<file path="src/rtl/m68k_bus_ctrl_pkg.sv">
// m68k_bus_pkg
//   Shared definitions for the 68000 bus-cycle controller: address-page
//   constants, region classification and the controller FSM state encoding.
package m68k_bus_pkg;

  localparam logic [3:0] PAGE_ROM  = 4'd0;
  localparam logic [3:0] PAGE_RAM  = 4'd1;
  localparam logic [3:0] PAGE_LED  = 4'd2;
  localparam logic [3:0] PAGE_ACIA = 4'd3;
  localparam logic [3:0] PAGE_GPIO = 4'd4;

  typedef enum logic [2:0] {
    ST_IDLE   = 3'd0,
    ST_MEM    = 3'd1,
    ST_PERIPH = 3'd2,
    ST_TERM   = 3'd3,
    ST_UNMAP  = 3'd4
  } state_t;

  typedef enum logic [1:0] {
    REG_ROM    = 2'd0,
    REG_RAM    = 2'd1,
    REG_PERIPH = 2'd2,
    REG_UNMAP  = 2'd3
  } region_t;

  // Classify an address page into the region that decides the cycle type.
  function automatic region_t page_region(input logic [3:0] page);
    region_t r;
    case (page)
      PAGE_ROM:                       r = REG_ROM;
      PAGE_RAM:                       r = REG_RAM;
      PAGE_LED, PAGE_ACIA, PAGE_GPIO: r = REG_PERIPH;
      default:                        r = REG_UNMAP;
    endcase
    return r;
  endfunction

endpackage

</file>
<file path="src/rtl/m68k_bus_ctrl_timer.sv">
// bus_timer
//   Loadable down-counter with a zero flag. Used both for memory wait states
//   and for the bus-error timeout. Load has priority over decrement; the
//   counter holds at zero rather than wrapping.
// Ports:
//   i_clk       clock
//   i_rst_n     asynchronous active-low reset (counter -> 0)
//   i_load      load i_load_val this edge
//   i_load_val  value to load
//   i_dec       decrement this edge (ignored when already zero)
//   o_zero      counter is zero
module bus_timer #(
  parameter int W = 8
) (
  input  logic         i_clk,
  input  logic         i_rst_n,
  input  logic         i_load,
  input  logic [W-1:0] i_load_val,
  input  logic         i_dec,
  output logic         o_zero
);

  logic [W-1:0] r_cnt;
  logic         w_zero;

  assign w_zero = (r_cnt == '0);
  assign o_zero = w_zero;

  always_ff @(posedge i_clk or negedge i_rst_n) begin
    if (!i_rst_n) begin
      r_cnt <= '0;
    end else if (i_load) begin
      r_cnt <= i_load_val;
    end else if (i_dec && !w_zero) begin
      r_cnt <= r_cnt - 1'b1;
    end
  end

endmodule

</file>
<file path="src/rtl/m68k_bus_ctrl.sv">
// m68k_bus_ctrl
//   Bus-cycle controller for the fx68k system bus. Latches the address page at
//   the start of each cycle, drives chip selects, inserts per-region wait
//   states before DTACKn, requests VPAn for 6800-style peripherals and ends
//   unmapped or stuck cycles with BERRn.
// Ports:
//   i_clk, i_rst_n           clock, asynchronous active-low reset
//   i_as_n, i_rw             CPU address strobe, read(1)/write(0)
//   i_uds_n, i_lds_n         CPU data strobes
//   i_vma_n                  CPU valid memory address (VPA cycles)
//   i_addr_page              cpu_addr[15:12]
//   o_dtack_n, o_vpa_n,
//   o_berr_n                 registered handshake outputs to the CPU
//   o_rom_cs, o_ram_cs       memory selects (decoded from latched page)
//   o_ram_we, o_ram_mask     RAM write enable and byte-lane mask
//   o_led_cs, o_acia_cs,
//   o_gpio_cs                peripheral selects, qualified by !vma_n
//   o_fault_page             page of the most recent bus-error cycle
module m68k_bus_ctrl
  import m68k_bus_pkg::*;
#(
  parameter int ROM_WAIT = 1,
  parameter int RAM_WAIT = 1,
  parameter int TIMEOUT  = 255
) (
  input  logic       i_clk,
  input  logic       i_rst_n,
  input  logic       i_as_n,
  input  logic       i_rw,
  input  logic       i_uds_n,
  input  logic       i_lds_n,
  input  logic       i_vma_n,
  input  logic [3:0] i_addr_page,
  output logic       o_dtack_n,
  output logic       o_vpa_n,
  output logic       o_berr_n,
  output logic       o_rom_cs,
  output logic       o_ram_cs,
  output logic       o_ram_we,
  output logic [1:0] o_ram_mask,
  output logic       o_led_cs,
  output logic       o_acia_cs,
  output logic       o_gpio_cs,
  output logic [3:0] o_fault_page
);

  localparam int CW = $clog2(TIMEOUT + 1);
  localparam logic [CW-1:0] L_ROM_WAIT = CW'(ROM_WAIT);
  localparam logic [CW-1:0] L_RAM_WAIT = CW'(RAM_WAIT);
  localparam logic [CW-1:0] L_TIMEOUT  = CW'(TIMEOUT);

  state_t      r_state, w_state_next;
  logic [3:0]  r_page, w_page_next;
  logic [3:0]  r_fault_page, w_fault_page_next;
  logic        r_dtack_n, w_dtack_n_next;
  logic        r_vpa_n, w_vpa_n_next;
  logic        r_berr_n, w_berr_n_next;
  // Set once as_n has been sampled high in IDLE; a cycle may only start
  // while set, so a strobe still low after termination cannot retrigger.
  logic        r_armed, w_armed_next;

  logic          w_tmr_load;
  logic [CW-1:0] w_tmr_val;
  logic          w_tmr_dec;
  logic          w_tmr_zero;

  bus_timer #(.W(CW)) u_timer (
    .i_clk      (i_clk),
    .i_rst_n    (i_rst_n),
    .i_load     (w_tmr_load),
    .i_load_val (w_tmr_val),
    .i_dec      (w_tmr_dec),
    .o_zero     (w_tmr_zero)
  );

  always_ff @(posedge i_clk or negedge i_rst_n) begin
    if (!i_rst_n) begin
      r_state      <= ST_IDLE;
      r_page       <= 4'd0;
      r_fault_page <= 4'd0;
      r_dtack_n    <= 1'b1;
      r_vpa_n      <= 1'b1;
      r_berr_n     <= 1'b1;
      r_armed      <= 1'b0;
    end else begin
      r_state      <= w_state_next;
      r_page       <= w_page_next;
      r_fault_page <= w_fault_page_next;
      r_dtack_n    <= w_dtack_n_next;
      r_vpa_n      <= w_vpa_n_next;
      r_berr_n     <= w_berr_n_next;
      r_armed      <= w_armed_next;
    end
  end

  always_comb begin
    w_state_next      = r_state;
    w_page_next       = r_page;
    w_fault_page_next = r_fault_page;
    w_dtack_n_next    = r_dtack_n;
    w_vpa_n_next      = r_vpa_n;
    w_berr_n_next     = r_berr_n;
    w_armed_next      = r_armed;
    w_tmr_load        = 1'b0;
    w_tmr_val         = '0;
    w_tmr_dec         = 1'b0;

    case (r_state)
      ST_IDLE: begin
        if (i_as_n) begin
          w_armed_next = 1'b1;
        end else if (r_armed) begin
          w_armed_next = 1'b0;
          w_page_next  = i_addr_page;
          w_tmr_load   = 1'b1;
          case (page_region(i_addr_page))
            REG_ROM: begin
              w_state_next = ST_MEM;
              w_tmr_val    = L_ROM_WAIT;
            end
            REG_RAM: begin
              w_state_next = ST_MEM;
              w_tmr_val    = L_RAM_WAIT;
            end
            REG_PERIPH: begin
              w_state_next = ST_PERIPH;
              w_vpa_n_next = 1'b0;
              w_tmr_val    = L_TIMEOUT;
            end
            default: begin
              w_state_next = ST_UNMAP;
              w_tmr_val    = L_TIMEOUT;
            end
          endcase
        end
      end

      // Strobe release aborts before any termination is considered.
      ST_MEM: begin
        if (i_as_n) begin
          w_state_next = ST_IDLE;
        end else if (w_tmr_zero) begin
          w_dtack_n_next = 1'b0;
          w_state_next   = ST_TERM;
        end else begin
          w_tmr_dec = 1'b1;
        end
      end

      ST_PERIPH: begin
        if (i_as_n) begin
          w_vpa_n_next = 1'b1;
          w_state_next = ST_IDLE;
        end else if (w_tmr_zero) begin
          w_berr_n_next = 1'b0;
          w_vpa_n_next  = 1'b1;
          w_state_next  = ST_TERM;
        end else begin
          w_tmr_dec = 1'b1;
        end
      end

      ST_UNMAP: begin
        if (i_as_n) begin
          w_state_next = ST_IDLE;
        end else if (w_tmr_zero) begin
          w_berr_n_next     = 1'b0;
          w_fault_page_next = r_page;
          w_state_next      = ST_TERM;
        end else begin
          w_tmr_dec = 1'b1;
        end
      end

      ST_TERM: begin
        if (i_as_n) begin
          w_dtack_n_next = 1'b1;
          w_vpa_n_next   = 1'b1;
          w_berr_n_next  = 1'b1;
          w_state_next   = ST_IDLE;
        end
      end

      default: begin
        w_dtack_n_next = 1'b1;
        w_vpa_n_next   = 1'b1;
        w_berr_n_next  = 1'b1;
        w_state_next   = ST_IDLE;
      end
    endcase
  end

  // Selects come from registered state and the latched page, so they are
  // glitch-free with respect to the address bus and clear on async reset.
  logic w_active;
  logic w_ram_cs;
  logic w_vma;

  assign w_active = (r_state != ST_IDLE);
  assign w_ram_cs = w_active && (r_page == PAGE_RAM);
  assign w_vma    = !i_vma_n;

  assign o_rom_cs     = w_active && (r_page == PAGE_ROM);
  assign o_ram_cs     = w_ram_cs;
  assign o_ram_we     = w_ram_cs && !i_rw;
  assign o_ram_mask   = {!i_uds_n, !i_lds_n} & {2{o_ram_we}};
  assign o_led_cs     = w_active && w_vma && (r_page == PAGE_LED);
  assign o_acia_cs    = w_active && w_vma && (r_page == PAGE_ACIA);
  assign o_gpio_cs    = w_active && w_vma && (r_page == PAGE_GPIO);
  assign o_dtack_n    = r_dtack_n;
  assign o_vpa_n      = r_vpa_n;
  assign o_berr_n     = r_berr_n;
  assign o_fault_page = r_fault_page;

endmodule

</file>
<file path="config.mk">
export PLATFORM = sky130hd
export DESIGN_NAME = m68k_bus_ctrl
export DESIGN_NICKNAME = d
export VERILOG_FILES = /design/src/rtl/m68k_bus_ctrl_pkg.sv /design/src/rtl/m68k_bus_ctrl_timer.sv /design/src/rtl/m68k_bus_ctrl.sv
export SDC_FILE = /design/constraint.sdc
export NUM_CORES = 1
export LEC_CHECK = 0
export ABC_AREA = 1
export BUFFER_PORTS_ARGS = -buffer_cell sky130_fd_sc_hd__buf_2
export CAP_MARGIN = 40
export CELL_PAD_IN_SITES_DETAIL_PLACEMENT = 0
export CELL_PAD_IN_SITES_GLOBAL_PLACEMENT = 2
export CORE_MARGIN = 2
export CORE_UTILIZATION = 30
export CTS_CLUSTER_DIAMETER = 150
export DETAILED_ROUTE_END_ITERATION = 7
export MAX_ROUTING_LAYER = met4
export PLACE_DENSITY = 0.87
export SLEW_MARGIN = 10
export SYNTH_ARGS = -nofsm -noshare
export SYNTH_HDL_FRONTEND = slang
export SYNTH_HIERARCHICAL = 1
export SYNTH_SLANG_ARGS = --single-unit
</file>
<file path="constraint.sdc">
create_clock -name i_clk -period 1.9 [get_ports i_clk]
set_input_delay 0.285 -clock i_clk [delete_from_list [all_inputs] [get_ports i_clk]]
set_output_delay 0.285 -clock i_clk [all_outputs]
set_load 0.03 [all_outputs]
</file>
==> flow_summary.ini <==
[setup_path]
r2r-end = u_timer/r_cnt[4]$_DFFE_PN0P_
r2r_start = u_timer/r_cnt[1]$_DFFE_PN0P_
path_cells = nor2_4, nand2_4, nand4_4, nor2_4, nand2_2, nor2_1, buf_2
cp_data_required_time_ps = 1620
cp_max_fo = 8
worst_path_max_delay_cell = dfrtp_1
path_class = flip-flop to output pin
worst-r2r-cell-count = 14
cpMostUsedCell = nor2_4
cp-start-kind = flip-flop
crit_family = simple AND/OR/NAND/NOR gates
r2r_setup_slack_ps = 190
endpoint_kind = output pin
crit_buf_inv = 1
arrival_ps = 1470
cpPeakStageDelay_ps = 470

[global_routing]
grt_usage_pct = 14.46
antenna_found_initial = 0
grt_start_max_net_pins = 24
grt_first_pass_wirelength_um = 6099
grt_overflow = 0
grt_pass1_vias = 1326

[logic_synthesis]
synth_compound_area_share_pct = 7.712
synth_edf_count = 0
netlist_top_cells_count = nand2_1, inv_1, dfrtp_1
syn_inst = 213
synth-seq-cells = 23
avgSynthCellArea_um2 = 7.008
synth_xor_area_share_pct = 0.5868
yosys-top-cells-area = dfrtp_1, nand2_1, inv_1
synthArstFlopShare_pct = 100.0
synth_top_family_by_area = simple AND/OR/NAND/NOR gates
synth_mux_area_share_pct = 0
syn_area_um2 = 1493
post-synth-top-area-cell = dfrtp_1
synthSimpleGateAreaFrac_pct = 43.59
synth_fp_nets = 226
yosys_warnings = 6
synth_fa_ha_area_share_pct = 1.676
synth.top_cell.area_share_pct = 33.53
ys_seq_area_share_pct = 38.81
ys_types = 26
synth.most_common_cell = nand2_1
synth_ff_type = dfrtp_1

[worst_hold_path]
hold_path.class = input pin to async pin

[die]
die_h_um = 74.54
dieArea_um2 = 5555
fp.coreArea_um2 = 4755
die_x_um = 74.54
start_util_pct = 31.39
num_rows = 25
io_pins = 26

[pwr]
p_int_mw = 1.449
combPwrFrac_pct = 58.5
power.share.clock_pct = 10.7
p_leak_nw = 0.9357
vdd_drop_max_uv = 518.2
swShare_pct = 51.28
p_seq_share_pct = 30.8
p_per_area_nw_per_um2 = 1664
power.net_switching_mw = 1.525

[cts]
cts_resized = 0
cts_num_sinks = 23
clk_path_buf_depth = 2
cts_root_buffer = clkbuf_8
clkSlewWorstSetupHoldPaths_ps = 90
post_cts_buffers = 0
cts_buffers = 3
htree_num_levels = 1
cts_tree = built
worstSkewPairLatency_ps = 270
ctsHoldBuffers = 0

[finish]
final_cells = 312
finalNetCount = 259
syn_to_final_growth_pct = 19.70
diodes = 0
layout-drive-gt1-share_pct = 26.12

[timing]
slew_headroom_pct = 63.02
setup_violations = 0
post-route-period-util_pct = 92.54
maxSlewViolCount = 0
hold_violations = 8
whs_ps = -6.178
skew_ps = 10.88
setup_tns_ps = 0
worst_pin_slew_ps = 554.6
max_freq_mhz = 568.7
rsz0062_at_grt = false
fin_crit_ps = 1758

[routing]
wl_per_cell_um = 10.99
drcViolationCount = 0
ant_nets = 0
vias = 1404
dr.first_iter.drc_count = 79
wl_um = 3428
viasPerCell = 4.500
drt-pass1-iter-count = 4

[status]
violations = hold timing
status = finished, violations left

[run]
drv_cap = 0

[placed_design]
routabilityCongestion = 0.7656
dp.cells = 308
io_buffers = 25
dp_hpwl_um = 2659
-- worst max path at each step --
stage / slack (ps) / depth (start not counted) / startpoint / endpoint
global placement: 180 / 8 / r_state[1]$_DFFE_PN0P_ / u_timer/r_cnt[2]$_DFFE_PN0P_
floorplan: 30 / 4 / r_state[2]$_DFFE_PN0P_ / o_gpio_cs
detailed placement: 160 / 14 / u_timer/r_cnt[1]$_DFFE_PN0P_ / u_timer/r_cnt[4]$_DFFE_PN0P_
CTS: 100 / 7 / r_state[2]$_DFFE_PN0P_ / o_ram_mask[0]
global route: 9 / 14 / u_timer/r_cnt[1]$_DFFE_PN0P_ / u_timer/r_cnt[4]$_DFFE_PN0P_
finish: 140 / 7 / r_state[1]$_DFFE_PN0P_ / o_ram_mask[0]
-- routing by layer --
| layer | routed length, um | share of wire, % | up-vias | global-route usage [%] |
|---|---|---|---|---|
| met5 | 0 | 0 | - | - |
| met4 | 35 | 1.0 | 0 | 4.762 |
| met3 | 95 | 2.8 | 2 | 1.626 |
| met2 | 1407 | 41 | 28 | 20.06 |
| met1 | 1890 | 55 | 635 | 21.68 |
| li1 | - | - | 739 | - |
-- cell type report --
| cell class | count | area [um2] |
|---|---|---|
| Tap cell | 67 | 83.83 |
| Inverter | 29 | 110.1 |
| Sequential cell | 23 | 580.6 |
| Timing Repair Buffer | 29 | 155.1 |
| Multi-Input combinational cell | 160 | 812.0 |
| Fill cell | 537 | 2968 |
| Clock buffer | 4 | 45.04 |
-- cell usage in the layout (no fill, tap or decap), types with 5 or more instances in the layout --
cell type  count
nor2_1        13
buf_2         25
dfrtp_1       19
nand2_2        9
nand3_1       18
inv_1         25
o21ai_0       14
nand2_1       73
nor2_2         5
-- registers in the layout, summed over array words and instances (netlist names) --
name           cells
o_fault_page       4
u_timer/r_cnt      8
o_berr_n           1
o_vpa_n            1
r_page             4
r_state            3
o_dtack_n          1
r_armed            1
-- through the flow --
stage | instance area [um2] | worst slack (ps) | hold slack (ps) | util (%) | total power [mW]
6_report | 1787 | 141.7 | -6.178 | 37.58 | 2.974
2_1_floorplan | 1493 | 32.31 | -10.59 | - | 2.209
3_5_place_dp | 1728 | 162.7 | 312.5 | 36.34 | 2.643
5_1_grt | 1787 | 8.526 | 23.35 | 37.58 | 3.283
4_1_cts | 1773 | 100.0 | 13.17 | 37.29 | 2.974
3_3_place_gp | 1728 | 177.1 | 307.7 | 36.34 | 2.640
-- power by group through the flow --
stage	sequential, mW	clock [mW]	combinational [mW]
3_5_place_dp	0.916	0	1.73
6_report	0.917	0.317	1.74
5_1_grt	0.947	0.350	1.99
4_1_cts	0.908	0.333	1.73
2_1_floorplan	0.997	0	1.21
3_3_place_gp	0.915	0	1.73
-- worst register-to-register path, cell delays in order (launching register included) --
cell,delay [ps]
dfrtp_1,360
inv_1,70
ha_1,210
nand2_2,110
nor2_2,50
inv_1,60
nand2_1,70
inv_1,100
nand2_2,70
inv_1,110
o21ai_4,90
nand2_4,110
clkinv_2,90
nand2_1,60
nand2_1,50
-- cells by family (layout without fill, tap and decap cells) --
logic type,after synthesis,count (layout)
xor gates and xnor gates,1,1
buffers and inverters,30,62
AOI/OAI and AO/OA,20,20
adders and majority gates,2,2
and+or+nand+nor,137,137
DFF,23,23
No activity file was read; power rests on OpenSTA's default activity.
